`src/rtl/hamming_link_pkg.sv`:
```
// Shared constants and state type for the Hamming link transmit path.
package hamming_link_pkg;

    localparam logic [7:0]  FRAME_HEAD = 8'h7E;
    localparam int          HEAD_LEN   = 8;
    localparam int          CW_W       = 7;
    localparam int          SLOTS      = 8;
    localparam int          FRAME_LEN  = HEAD_LEN + SLOTS * CW_W;
    localparam logic [CW_W-1:0] FILL_CW = '0;

    typedef enum logic [1:0] {
        IDLE = 2'd0,
        HEAD = 2'd1,
        SLOT = 2'd2
    } tx_state_t;

endpackage

```
`src/rtl/frame_tx_scheduler_rr_arbiter.sv`:
```
// Combinational round-robin arbiter: first valid requester at or after ptr wins.
module rr_arbiter #(
    parameter int NUM_REQ = 4,
    parameter int PTR_W   = 2
) (
    input  logic [PTR_W-1:0]   ptr,
    input  logic [NUM_REQ-1:0] valid,
    output logic [NUM_REQ-1:0] grant,
    output logic [PTR_W-1:0]   grant_idx,
    output logic [PTR_W-1:0]   next_ptr,
    output logic               any
);

    always_comb begin
        int idx;
        // NOTE: every output gets a default before the search so no latch is inferred.
        grant     = '0;
        grant_idx = '0;
        next_ptr  = ptr;
        any       = 1'b0;
        for (int off = 0; off < NUM_REQ; off++) begin
            idx = int'(ptr) + off;
            if (idx >= NUM_REQ) idx = idx - NUM_REQ;
            if (!any && valid[idx]) begin
                any        = 1'b1;
                grant[idx] = 1'b1;
                grant_idx  = PTR_W'(idx);
                next_ptr   = (idx == NUM_REQ - 1) ? '0 : PTR_W'(idx + 1);
            end
        end
    end

endmodule

```
`src/rtl/frame_tx_scheduler.sv`:
```
// Frame builder and slot arbiter for the Hamming link: 0x7E head plus 8 seven-bit slots.
// Optional statistics counters (frame_cnt, fill_cnt) when FRAME_TX_STATS_EN is defined.
module frame_tx_scheduler
    import hamming_link_pkg::*;
#(
    parameter int NUM_REQ = 4
) (
    input  logic                       clk_out,
    input  logic                       rst,
    input  logic                       enable,
    input  logic [NUM_REQ-1:0]         req_valid,
    input  logic [NUM_REQ*CW_W-1:0]    req_data,
    output logic [NUM_REQ-1:0]         req_ready,
    output logic                       data_out,
    output logic                       frame_start,
    output logic                       slot_valid,
    output logic [$clog2(NUM_REQ)-1:0] slot_owner,
    output logic                       busy
`ifdef FRAME_TX_STATS_EN
    ,
    output logic [15:0]                frame_cnt,
    output logic [15:0]                fill_cnt
`endif
);

    localparam int PTR_W = $clog2(NUM_REQ);
    localparam logic [5:0] LAST_HEAD_BIT = 6'(HEAD_LEN - 1);
    localparam logic [5:0] LAST_BIT      = 6'(FRAME_LEN - 1);

    tx_state_t        state;
    logic [5:0]       bit_cnt;
    logic [2:0]       slot_pos;
    logic [7:0]       shreg;
    logic [PTR_W-1:0] rr_ptr;

    logic [NUM_REQ-1:0] grant;
    logic [PTR_W-1:0]   grant_idx;
    logic [PTR_W-1:0]   next_ptr;
    logic               any_valid;
    logic               arb_en;
    logic               last_bit;
    logic               start_frame;
    logic [CW_W-1:0]    sel_cw;

    rr_arbiter #(
        .NUM_REQ (NUM_REQ),
        .PTR_W   (PTR_W)
    ) u_arb (
        .ptr       (rr_ptr),
        .valid     (req_valid),
        .grant     (grant),
        .grant_idx (grant_idx),
        .next_ptr  (next_ptr),
        .any       (any_valid)
    );

    // Arbitrate on the last bit of the head and of every slot except the final one.
    assign arb_en = ((state == HEAD) && (bit_cnt == LAST_HEAD_BIT)) ||
                    ((state == SLOT) && (slot_pos == 3'd6) && (bit_cnt != LAST_BIT));
    assign last_bit    = (state == SLOT) && (bit_cnt == LAST_BIT);
    assign start_frame = enable && ((state == IDLE) || last_bit);
    assign req_ready   = arb_en ? grant : '0;
    assign sel_cw      = any_valid ? req_data[int'(grant_idx)*CW_W +: CW_W] : FILL_CW;
    assign busy        = (state != IDLE);
    // The head and codewords share one 8-bit shifter; its MSB is the line bit.
    assign data_out    = shreg[7];

    always_ff @(posedge clk_out or posedge rst) begin
        if (rst) begin
            state       <= IDLE;
            bit_cnt     <= '0;
            slot_pos    <= '0;
            shreg       <= '0;
            rr_ptr      <= '0;
            frame_start <= 1'b0;
            slot_valid  <= 1'b0;
            slot_owner  <= '0;
        end else begin
            // NOTE: state registers use non-blocking assignments so every flop samples pre-edge values.
            frame_start <= start_frame;
            if (start_frame) begin
                state      <= HEAD;
                bit_cnt    <= '0;
                slot_pos   <= '0;
                shreg      <= FRAME_HEAD;
                slot_valid <= 1'b0;
                slot_owner <= '0;
            end else if ((state == IDLE) || last_bit) begin
                state      <= IDLE;
                bit_cnt    <= '0;
                slot_pos   <= '0;
                shreg      <= '0;
                slot_valid <= 1'b0;
                slot_owner <= '0;
            end else begin
                bit_cnt <= bit_cnt + 6'd1;
                if (arb_en) begin
                    state      <= SLOT;
                    shreg      <= {sel_cw, 1'b0};
                    slot_pos   <= '0;
                    slot_valid <= any_valid;
                    slot_owner <= any_valid ? grant_idx : '0;
                    if (any_valid) rr_ptr <= next_ptr;
                end else begin
                    shreg <= {shreg[6:0], 1'b0};
                    if (state == SLOT) slot_pos <= slot_pos + 3'd1;
                end
            end
        end
    end

`ifdef FRAME_TX_STATS_EN
    always_ff @(posedge clk_out or posedge rst) begin
        if (rst) begin
            frame_cnt <= '0;
            fill_cnt  <= '0;
        end else begin
            if (start_frame) frame_cnt <= frame_cnt + 16'd1;
            // Filler count saturates rather than wrapping.
            if (arb_en && !any_valid && (fill_cnt != 16'hFFFF)) fill_cnt <= fill_cnt + 16'd1;
        end
    end
`endif

endmodule

```
`config.mk`:
```
export PLATFORM = sky130hd
export DESIGN_NAME = frame_tx_scheduler
export DESIGN_NICKNAME = d
export VERILOG_FILES = /design/src/rtl/hamming_link_pkg.sv /design/src/rtl/frame_tx_scheduler_rr_arbiter.sv /design/src/rtl/frame_tx_scheduler.sv
export SDC_FILE = /design/constraint.sdc
export NUM_CORES = 1
export LEC_CHECK = 0
export BUFFER_PORTS_ARGS = -buffer_cell sky130_fd_sc_hd__buf_2
export CAP_MARGIN = 15
export CORE_MARGIN = 2
export CORE_UTILIZATION = 60
export CTS_BUF_LIST = sky130_fd_sc_hd__clkbuf_8
export DETAILED_ROUTE_END_ITERATION = 6
export GPL_ROUTABILITY_DRIVEN = 0
export GPL_TIMING_DRIVEN = 0
export HOLD_SLACK_MARGIN = 0.06
export PLACE_DENSITY_LB_ADDON = 0.3
export SLEW_MARGIN = 20
export SYNTH_ARGS = -nofsm -noshare
export SYNTH_HDL_FRONTEND = slang
export SYNTH_SLANG_ARGS = --single-unit
```
`constraint.sdc`:
```
create_clock -name clk_out -period 8 [get_ports clk_out]
set_input_delay 0.4 -clock clk_out [delete_from_list [all_inputs] [get_ports clk_out]]
set_output_delay 0.4 -clock clk_out [all_outputs]
set_load 0.01 [all_outputs]
```
==> results of run 1 <==
[how the worst min path moves through the flow]
stage                          start           to  slack, ns  cells after the start
after global routing             rst  frame_start       0.40                      2
after floorplan                  rst   bit_cnt[0]       0.41                      1
after global placement    bit_cnt[0]   bit_cnt[0]       0.45                      1
after detailed placement    shreg[6]     shreg[7]       0.46                      1
after CTS                        rst  slot_pos[2]       0.34                      2
final                            rst  slot_pos[1]       0.31                      2
[layout by cell type (no fill, tap or decap), types with 2 or more instances in the layout]
master / synthesis / layout
o21a_1: 2 / 2
nand3_1: 5 / 5
or3_1: 2 / 2
a22o_1: 2 / 2
clkbuf_8: 0 / 4
xnor2_1: 4 / 4
nor4_1: 2 / 2
clkbuf_1: 8 / 8
o2bb2ai_1: 2 / 2
a221oi_1: 4 / 4
nand2_1: 14 / 14
buf_6: 3 / 3
dfrtp_1: 24 / 24
o211ai_1: 2 / 2
ha_1: 8 / 8
nor2b_1: 3 / 3
o21ai_0: 8 / 8
a32o_1: 3 / 3
a21oi_1: 12 / 12
mux4_2: 3 / 3
buf_2: 1 / 44
and2_1: 2 / 2
inv_1: 12 / 12
a22oi_1: 5 / 5
a222oi_1: 5 / 5
nor2_1: 23 / 23
mux2i_1: 9 / 9
mux2_4: 4 / 4
mux2_2: 2 / 2
o221ai_1: 5 / 5
[power by group]
group	internal, mW	switching [mW]
clock network	0.0439	0.0367
registers	0.139	0.0167
logic	0.246	0.283
[cells by family (layout without fill, tap and decap cells)]
logic type | after synthesis | in the layout | share of synthesized area (%)
compound gates | 63 | 63 | 25.2
simple gates | 60 | 60 | 15.9
buf+inv | 26 | 73 | 6.57
flops | 24 | 24 | 31.5
mux | 19 | 19 | 13.2
fa+ha+maj | 8 | 8 | 5.26
xor+xnor | 5 | 5 | 2.30
[critical path, cell delays in order, from the launching register on]
cell and delay (ns):
dfrtp_1 0.50, buf_6 0.19, inv_1 0.15, ha_1 0.34, buf_6 0.13, mux4_2 0.59
nor2b_1 0.14, buf_4 0.18, a22oi_1 0.08, nor2_1 0.11, a221oi_1 0.06, nor2_1 0.11
buf_2 0.14
[registers in the layout, indices dropped and copies added (netlist names)]
| register | count |
|---|---|
| bit_cnt | 6 |
| slot_owner | 2 |
| slot_valid | 1 |
| state | 2 |
| frame_start | 1 |
| rr_ptr | 2 |
| shreg | 7 |
| slot_pos | 3 |
[layout make-up]
type | count | area, um2 | share of cell area (%)
plain buffers | 14 | 80.1 | 3.59
clock buffers | 4 | 55.1 | 2.47
inverters | 12 | 45.0 | 2.02
multi-input cells | 155 | 1180 | 52.9
flip-flops and latches | 24 | 601 | 26.9
well taps | 44 | 55.1 | 2.47
repair buffers | 43 | 215 | 9.65
[through the flow]
step                      area, um2  setup WS (ns)  instances
final                          2230           4.61        296
after global routing           2230           4.37        296
after CTS                      2230           4.62        296
after detailed placement       2170           4.74        292
after global placement         2170           4.78        292
after floorplan                1900           5.17        205
[layer usage]
layer	part of all wire, %	routed length [um]
met1	43	1890
met2	50	2160
met3	5.3	232
met4	1.5	65
met5	0	0
==> flow_metrics.tcl, run 1 <==
set metrics [dict create \
    status "finished, final reports clean" \
    crit_path_max_fanout 10 \
    syn2layout_area_growth_pct 17.1 \
    slew_viol_final 0 \
    avgViaCountPerCell 6.10 \
    ys.flop_type "dfrtp_1" \
    postSynthCellCount 205 \
    p_per_area_nw_per_um2 343 \
    cp.required_ns 7.60 \
    cts_tree "done" \
    synth_common_cells "dfrtp_1, nor2_1, nand2_1, a21oi_1, inv_1" \
    nets 296 \
    min_period_ns 3.39 \
    grt_use_met3_pct 2.13 \
    grt_pass1_vias 1605 \
    use_met1_pct 36.3 \
    syn_avg_cell_area_um2 9.29 \
    final_layout_size_suffix_gt1_share_pct 26.2 \
    async_flop_share_pct 100 \
    die_h_um 60.3 \
    maxCapViolCount 0 \
    cellLeakagePower_nw 1.02 \
    cts_num_sinks 24 \
    setup_violations 0 \
    gr-usage-all-layers_pct 25.8 \
    seq_area_frac_synth_pct 31.5 \
    setup.worst_path.end_class "output port" \
    critPathKind "reg -> out" \
    busiest_layer "met2" \
    synthTopCellsByArea "dfrtp_1, ha_1, mux2i_1" \
    grt_overflow 0 \
    fillers 237 \
    synth_nets 248 \
    max_slew_margin_pct 41.4 \
    drt_iter0_markers 172 \
    port_buffers 43 \
    ys_ff_latch 24 \
    crit_end "req_ready[1]" \
    cts_max_level 1 \
    hold_viol 0 \
    drc 0 \
    cts_buffers 3 \
    worstSetupStartpoint "rr_ptr[0]" \
    drt_wl_total_mm 4.34 \
    timing.final.crit_share_pct 42.3 \
    worstReg2RegStart "rr_ptr[0]" \
    die_w_um 60.3 \
    cts_root_buffer "clkbuf_8" \
    power.total_mw 0.765 \
    rsz0062_at_grt "no" \
    worstMarginPinSlew_ns 0.878 \
    crit_arrival_ns 2.99 \
    final_antenna_net_count 0 \
    syn_area_um2 1900 \
    grtUsageMet2_pct 41.8 \
    diodes 0 \
    initial_core_util_pct 62.9 \
    drt-pass1-iter-count 5 \
    ios 45 \
    antenna_found_initial 0 \
    start_kind "register" \
    path_clk_slew_ns 0.08 \
    peakVddDrop_uv 240 \
    hold_ws_ns 0.308 \
    fmax_mhz 295 \
    r2r_setup_slack_ns 4.72 \
    grt_pass1_wl_mm 7.18 \
    vias 1807 \
    synth_most_common_cell "dfrtp_1" \
    finClkSkew_ns 0.00261 \
    dp_hpwl_mm 3.19 \
    cts-resized-gates 0 \
    netlist.area_leader.share_pct 31.5 \
    clkLatencyLatePin_ns 0.26 \
    worstHoldPathType "in -> async" \
    postCtsHoldBufs 0 \
    r2r_end "shreg[3]" \
    tns_ns 0 \
    synth_area_leader_cell "dfrtp_1" \
    ys_types 55 \
    ys_warn_count 0 \
    cts_setup_buffers 0 \
    core_area_um2 3030 \
    reg2reg_depth 11 \
    num_rows 20 \
    grt_max_degree 25 \
    die-area_um2 3640 \
    synth-edff-count 0 \
    final_util_pct 73.6 \
    wl_per_cell_um 14.7 \
    cts.path.max_buffers 2 \
]
No activity file was read; power rests on OpenSTA's default activity.
==> run 2, diff against run 1 <==
Settings changed: CORE_UTILIZATION 60 to 50.
Clock period 8 ns to 3 ns, I/O delays scaled along.
==> run 2 against run 1 <==
Against the previous run:
- global-route usage decreased by 4.2 points
- setup slack worse by 4.5 ns
- sequential power grew to 2.6 times the previous value
- routed wire length increased by 7.8%
- clock skew up 0.0010 ns
- combinational power grew to 3.3 times the previous value
- sequential cell count did not move
- non-clock buffer count grew 15
==> flow_metrics.tcl, run 2 (synthesized netlist as in run 1, its figures left out) <==
set metrics [dict create \
    cellLeakagePower_nw 1.10 \
    postCtsHoldBufs 0 \
    status "finished, final reports clean" \
    nets 311 \
    critPathKind "reg -> reg" \
    path_clk_slew_ns 0.08 \
    num_rows 22 \
    worstReg2RegStart "rr_ptr[0]" \
    grt_overflow 0 \
    cpPeakStageDelay_ns 0.52 \
    dpl_worst_slack_ns -0.237 \
    drt_iter0_markers 133 \
    setup.worst_path.end_class "register" \
    rsz0062_at_grt "yes" \
    worstMarginPinSlew_ns 0.859 \
    cp.required_ns 3.13 \
    grt_pass1_wl_mm 7.24 \
    top_register "shreg" \
    clkLatencyLatePin_ns 0.27 \
    dp_hpwl_mm 3.21 \
    slew_viol_final 0 \
    path_cells "buf_8 > clkinvlp_4 > ha_4 > buf_6 > mux4_2 > nor2b_1 > buf_4 > nor2_8 > mux2_4 > a222oi_1 > o221ai_1" \
    setup_violations 0 \
    final_util_pct 65.4 \
    port_buffers 43 \
    final_common_cell "buf_2" \
    crit_path_top_delay_cell "mux4_2" \
    peakVddDrop_uv 693 \
    drt_wl_total_mm 4.68 \
    core_area_um2 3660 \
    power.total_mw 2.35 \
    setup_ws_ns 0.0925 \
    wl_per_cell_um 14.8 \
    antenna_found_initial 0 \
    biggestRegsByFlops "shreg (7), bit_cnt (6), slot_pos (3)" \
    die_h_um 65.7 \
    drt-pass1-iter-count 5 \
    final_layout_size_suffix_gt1_share_pct 32.6 \
    largest_reg_flops 7 \
    max_slew_margin_pct 42.7 \
    final_antenna_net_count 0 \
    cts_num_sinks 24 \
    cts_max_level 1 \
    min_period_ns 2.91 \
    die_w_um 65.7 \
    drc 0 \
    fillers 304 \
    crit_arrival_ns 3.04 \
    start_kind "register" \
    die-area_um2 4320 \
    grt_max_degree 25 \
    syn2layout_area_growth_pct 25.8 \
    cts_buffers 3 \
    initial_core_util_pct 52.0 \
    diodes 0 \
    vias 1815 \
    crit_path_max_fanout 8 \
    worstHoldPathType "in -> async" \
    timing.final.crit_share_pct 96.9 \
    hold_viol 0 \
    p_per_area_nw_per_um2 981 \
    avgViaCountPerCell 5.76 \
    cts_root_buffer "clkbuf_8" \
    final_cell_mix "buf_2, nor2_1, dfrtp_1" \
    cts.path.max_buffers 2 \
    finClkSkew_ns 0.00363 \
    grt_pass1_vias 1588 \
    maxCapViolCount 0 \
    ios 45 \
    fmax_mhz 344 \
    cts_tree "done" \
    gr-usage-all-layers_pct 21.6 \
    worstSetupStartpoint "rr_ptr[0]" \
]
run 2: changes by cell type in the layout (fill, tap and decap cells not counted), moves of 2 or more:
cell,delta
dfrtp_1,-2
a221oi_2,+2
dfrtp_2,+2
buf_4,+14
a221oi_1,-2
run 2: per-stage QoR:
step	instances	area (um2)	TNS [ns]	hold slack, ns
floorplan	205	1900	0	0.165
global placement	296	2180	-0.843	0.371
detailed placement	296	2180	-0.902	0.376
CTS	303	2260	0	0.0824
global route	315	2390	-0.237	0.139
finish	315	2390	0	0.0418
run 2: worst max-delay path, delay by kind of cell (launching register included):
kind	cells	cell delay (ns)
AO/OA/AOI/OAI	2	0.54
AND/OR/NAND/NOR	2	0.20
multiplexers	2	0.82
flip-flops	1	0.40
adder cells (fa/ha/maj)	1	0.28
buffers and inverters	4	0.53
run 2: final timing paths:
path	to	cells past startpoint	slack (ns)
max reg2reg	shreg[5]	11	0.09
min	slot_owner[1]	2	0.04
max	shreg[5]	11	0.09
min in group clk_out	shreg[1]	3	0.16
max in group asynchronous	rr_ptr[0]	2	2.37
min reg2reg	bit_cnt[0]	1	0.47
run 2: cell type report:
cell class | count | area (um2) | area share, %
multi-input cells | 155 | 1200 | 50.3
flip-flops and latches | 24 | 603 | 25.2
repair buffers | 58 | 340 | 14.2
plain buffers | 14 | 83.8 | 3.50
well taps | 48 | 60.1 | 2.51
clock buffers | 4 | 55.1 | 2.30
inverters | 12 | 48.8 | 2.04
run 2: layer usage:
metal,GRT usage [%],vias to the layer above,part of all wire (%)
met4,7.81,0,1.9
li1,-,898,-
met3,1.88,8,2.7
met1,29.7,871,47
met2,35.2,38,48
met5,0,-,0
run 2: timing repair:
item / CTS / global route
gates resized for setup: 2 / 5
buffers inserted: 3 / 12
pin swaps: 1 / 8
endpoints found under the setup margin: 11 / 11
run 2: where the power goes:
group	total, mW	internal [mW]	switching (mW)
clock network	0.218	0.117	0.100
logic	1.72	0.865	0.858
registers	0.410	0.374	0.0367
total	2.35	1.36	0.994
